<file path="config.mk">
export PLATFORM = sky130hd
export DESIGN_NAME = pc_branch_unit
export DESIGN_NICKNAME = d
export VERILOG_FILES = /design/src/rtl/pc_branch_unit.sv
export SDC_FILE = /design/constraint.sdc
export NUM_CORES = 1
export LEC_CHECK = 0
export ABC_CLOCK_PERIOD_IN_PS = 1600
export BUFFER_PORTS_ARGS = -buffer_cell sky130_fd_sc_hd__buf_2
export CAP_MARGIN = 20
export CORE_ASPECT_RATIO = 0.8
export CORE_MARGIN = 2
export CORE_UTILIZATION = 42
export CTS_BUF_LIST = sky130_fd_sc_hd__clkbuf_4 sky130_fd_sc_hd__clkbuf_8
export DETAILED_ROUTE_END_ITERATION = 12
export PLACE_DENSITY = 0.72
export SLEW_MARGIN = 10
export SYNTH_ARGS = -nofsm -noshare
export SYNTH_HDL_FRONTEND = slang
export SYNTH_SLANG_ARGS = --single-unit
</file>
<file path="constraint.sdc">
create_clock -name clk -period 1.6 [get_ports clk]
set_clock_uncertainty 0.1 [all_clocks]
set_input_delay 0.16 -clock clk [delete_from_list [all_inputs] [get_ports clk]]
set_output_delay 0.16 -clock clk [all_outputs]
set_load 0.01 [all_outputs]
</file>
<file path="src/rtl/pc_branch_unit.sv">
// pc_branch_unit: owns the fetch PC, redirects on a taken branch and squashes IF/ID + ID/EX for a fixed window.
// Optional branch/taken statistics counters are built when BRANCH_STATS_EN is defined.
module pc_branch_unit #(
   parameter int unsigned          WORD_LEN     = 32,
   parameter logic [WORD_LEN-1:0]  RESET_PC     = '0,
   parameter int unsigned          INSTR_BYTES  = 4,
   parameter int unsigned          FLUSH_CYCLES = 2
) (
   input  logic                clk,
   input  logic                rst_n,
   input  logic                stall,
   input  logic                brValid,
   input  logic                brCond,
   input  logic [WORD_LEN-1:0] brTarget,
`ifdef BRANCH_STATS_EN
   input  logic                statClr,
   output logic [15:0]         brCount,
   output logic [15:0]         takenCount,
`endif
   output logic [WORD_LEN-1:0] pc,
   output logic                redirect,
   output logic                flushIfId,
   output logic                flushIdEx,
   output logic                brMisalign
);

   localparam int unsigned        CNT_W      = 3;
   localparam logic [WORD_LEN-1:0] ALIGN_MASK = WORD_LEN'(INSTR_BYTES - 1);
   localparam logic [WORD_LEN-1:0] PC_INC     = WORD_LEN'(INSTR_BYTES);

   typedef enum logic {S_RUN, S_FLUSH} state_t;

   state_t             r_state;
   logic [CNT_W-1:0]   r_cnt;

   logic               w_accept;
   logic               w_take;
   logic [WORD_LEN-1:0] w_pc_inc;
   logic [WORD_LEN-1:0] w_aligned;
   logic               w_misalign;

   // A resolved branch only counts while fetching the correct path
   assign w_accept   = brValid & (r_state == S_RUN);
   assign w_take     = w_accept & brCond;
   assign w_pc_inc   = pc + PC_INC;
   assign w_aligned  = brTarget & ~ALIGN_MASK;
   assign w_misalign = |(brTarget & ALIGN_MASK);

   // PC / redirect FSM; flush lines mirror the FLUSH window one cycle after the taking edge
   always_ff @(posedge clk or negedge rst_n) begin
      if (!rst_n) begin
         r_state    <= S_RUN;
         r_cnt      <= '0;
         pc         <= RESET_PC;
         redirect   <= 1'b0;
         flushIfId  <= 1'b0;
         flushIdEx  <= 1'b0;
         brMisalign <= 1'b0;
      end else begin
         redirect   <= 1'b0;
         brMisalign <= 1'b0;
         case (r_state)
            S_RUN: begin
               if (w_take) begin
                  pc         <= w_aligned;
                  r_state    <= S_FLUSH;
                  r_cnt      <= CNT_W'(FLUSH_CYCLES);
                  redirect   <= 1'b1;
                  brMisalign <= w_misalign;
                  flushIfId  <= 1'b1;
                  flushIdEx  <= 1'b1;
               end else if (!stall) begin
                  pc <= w_pc_inc;
               end
            end
            S_FLUSH: begin
               pc    <= w_pc_inc;
               r_cnt <= r_cnt - CNT_W'(1);
               if (r_cnt == CNT_W'(1)) begin
                  r_state   <= S_RUN;
                  flushIfId <= 1'b0;
                  flushIdEx <= 1'b0;
               end
            end
            default: begin
               r_state   <= S_RUN;
               flushIfId <= 1'b0;
               flushIdEx <= 1'b0;
            end
         endcase
      end
   end

`ifdef BRANCH_STATS_EN
   localparam logic [15:0] STAT_MAX = 16'hFFFF;

   // Saturating statistics; clear has priority over counting
   always_ff @(posedge clk or negedge rst_n) begin
      if (!rst_n) begin
         brCount    <= '0;
         takenCount <= '0;
      end else if (statClr) begin
         brCount    <= '0;
         takenCount <= '0;
      end else begin
         if (w_accept && (brCount != STAT_MAX))
            brCount <= brCount + 16'd1;
         if (w_take && (takenCount != STAT_MAX))
            takenCount <= takenCount + 16'd1;
      end
   end
`endif

endmodule

</file>
==> reports/qor.csv <==
metric,value,unit
area share of the largest cell type after synthesis,40.3,%
VDD IR max,0.856,mV
"Slew Viols, Final",0,
top achievable clock speed,589,MHz
Leakage Power,1.59,nW
worst-case reg-to-reg path depth,5,
status,"finished, violations left",
critical path's largest stage delay,0.44,ns
cells along the critical path,nand3_4 > nor4_4 > buf_4 > nand4_1 > o311ai_2,
ANT nets after route,0,
final net count,435,
Post-Layout Cell Count,461,
CP max-delay cell,dfrtp_1,
worst hold path stage count,3,
Total Wirelength,7370,µm
Starting Density,42.8,%
footprint of the multi-input gates,1360,µm²
H-tree levels,2,
worst-path maximum fanout,4,
CP Data Arrival Time,1.80,ns
max_cap viols,0,
Synth async-reset ratio,100,%
Clock Latency Late Sink,0.29,ns
critical path buffer and inverter count,1,
Critical Path Stages,5,
Placed Cells,432,
Vias/cell,5.68,
top-count cell post-synth,dfrtp_1,
Placer Congestion,0.850,
fraction of layout cells with a size suffix above 1,46.0,%
fin util,64.9,%
Hold Fails Final Rpt,0,
# diodes,0,
"delay-heaviest family, CP",simple AND/OR/NAND/NOR gates,
largest net degree at the start of global routing,38,
GR Overflow Total,0,
Yosys cell types,55,
worst hold path type,input pin to register,
CTS tree,built,
final setup fails,14,
vias in the first global route,2484,
Mean Syn Cell Area,8.77,µm²
area grow syn2layout,51.8,%
Synth area leader,dfrtp_1,
Fillers,446,
RSZ-0062 raised after global routing,true,
via count,2618,
"Reg clk slew, reported paths",0.08,ns
failing checks,setup timing,
CTS root buf,clkbuf_8,
Final Power,6.23,mW
Post-Synthesis Cell Area,2300,µm²
clock sink count,37,
Die Wd,86.7,µm
CP startpoint kind,register,
I/O pin count,73,
die area,6080,µm²
Crit Path Category,register to register,
Max Root-Sink Buffers,2,
sequential fraction of the synthesis area,40.3,%
DRC,0,
CTS Buf Count,5,
Power Density,1790,nW/µm²
FF+latch area,935,µm²
Die Ht,70.2,µm
Seq cells post-synth,37,
Worst EP required,1.70,ns
row cnt,24,
post-DP HPWL,5160,µm
Syn. warnings,0,
Final Critical Period,1.70,ns
worst setup margin,-0.0967,ns
"top cells by count, synth","dfrtp_1 (37), nand2_1 (33), o21ai_0 (19), nand3_1 (18)",
DR WL/cell,16.0,µm
first-pass GRT wire length,11800,µm
1st-iter DRT viols,158,
antenna violations before repair,0,
drt first pass iters,4,
core area,5380,µm²
fin crit share,106,%
Setup crit end kind,register,
port bufs,70,
ranking of synthesized cells by area,"dfrtp_1 (40%), nand2_1 (5.4%), o21ai_0 (4.1%)",
ys flop type,dfrtp_1,
Post-synth EDFFs,0,
Total GRT Usage,24.4,%
Synth Instances,262,
tightest hold or removal path, delay by kind of cell:
family	cells	cell delay, ns
AOI/OAI and AO/OA	1	0.09
buffers and inverters	1	0.07
and+or+nand+nor	1	0.04
cell usage in the layout, fill, tap and decap left out, drive strengths merged, types with 5 or more instances in the layout:
cell type,instances
o21ai,23
nand4,9
nand3,20
nor2,17
o311ai,5
nand2,34
inv,5
a21oi,17
a22oi,9
clkbuf,6
dfrtp,37
buf,136
a31oi,8
nand3b,5
dlygate4sd3,8
o22ai,6
and3,7
metrics by stage:
stage                     hold WS, ns  instance area [µm²]  setup WS [ns]  TNS [ns]
after global routing           0.0233                 3490         -0.168     -2.05
after detailed placement      0.00764                 3090        -0.0868    -0.776
after floorplan                -0.236                 2330         -0.107    -0.592
final                         0.00359                 3490        -0.0967    -0.754
after CTS                     0.00115                 3350        -0.0685    -0.571
after global placement        0.00514                 3090        -0.0702    -0.527
worst paths after layout:
kind | slack, ns | end | from
min | 0.004 | pc[18] | brTarget[18]
max reg2reg | -0.1 | pc[25] | pc[12]
min in group asynchronous | 0.22 | pc[6] | rst_n
max | -0.1 | pc[25] | pc[12]
max in group asynchronous | 0.69 | pc[10] | rst_n
min reg2reg | 0.41 | flushIdEx | flushIdEx
area by class of cell:
type                    instances  area share [%]
inverters                       5           0.538
clock inverters                 2            1.00
flip-flops and latches         37            26.8
multi-input cells             202            39.0
clock buffers                   6            2.19
well taps                      65            2.33
repair buffers                144            28.2
routing by layer:
layer  routed length (µm)  share of wire (%)  GRT usage (%)  vias up
met1                 3320                 45           34.5     1249
met2                 3540                 48           38.7      101
met4                   40               0.54           6.77        0
met5                    0                  0              0        -
met3                  467                6.3           4.14        5
li1                     -                  -              -     1263
registers in the layout (all words and copies together) (netlist names):
register and cells:
pc 30, r_cnt 3, brMisalign 1, flushIdEx 1, r_state 1, redirect 1
power by group:
| part | leakage (nW) | internal, mW | total, mW | switching, mW |
|---|---|---|---|---|
| logic | 1.11 | 1.74 | 3.55 | 1.81 |
| clock network | 0.0586 | 0.480 | 0.836 | 0.356 |
| registers | 0.429 | 1.40 | 1.85 | 0.448 |
cell families (layout without fill, tap and decap cells):
logic type	count (synthesis)	count (layout)	synth area share, %
and+or+nand+nor	111	112	27.9
DFF	37	37	40.3
AOI/OAI and AO/OA	84	84	23.8
buffers and inverters	25	157	5.77
muxes	1	1	0.436
other	1	2	0.163
adders and majority gates	3	3	1.63
repair_timing:
action | CTS | global route
hold endpoints to repair | 20 | 0
endpoints found under the setup margin | 19 | 22
hold buffers | 8 | 0
resized for setup | 13 | 17
setup buffers | 4 | 8
pin swaps | 13 | 14
gates cloned | 0 | 1
Note: power is estimated with default switching activity, not from simulation.
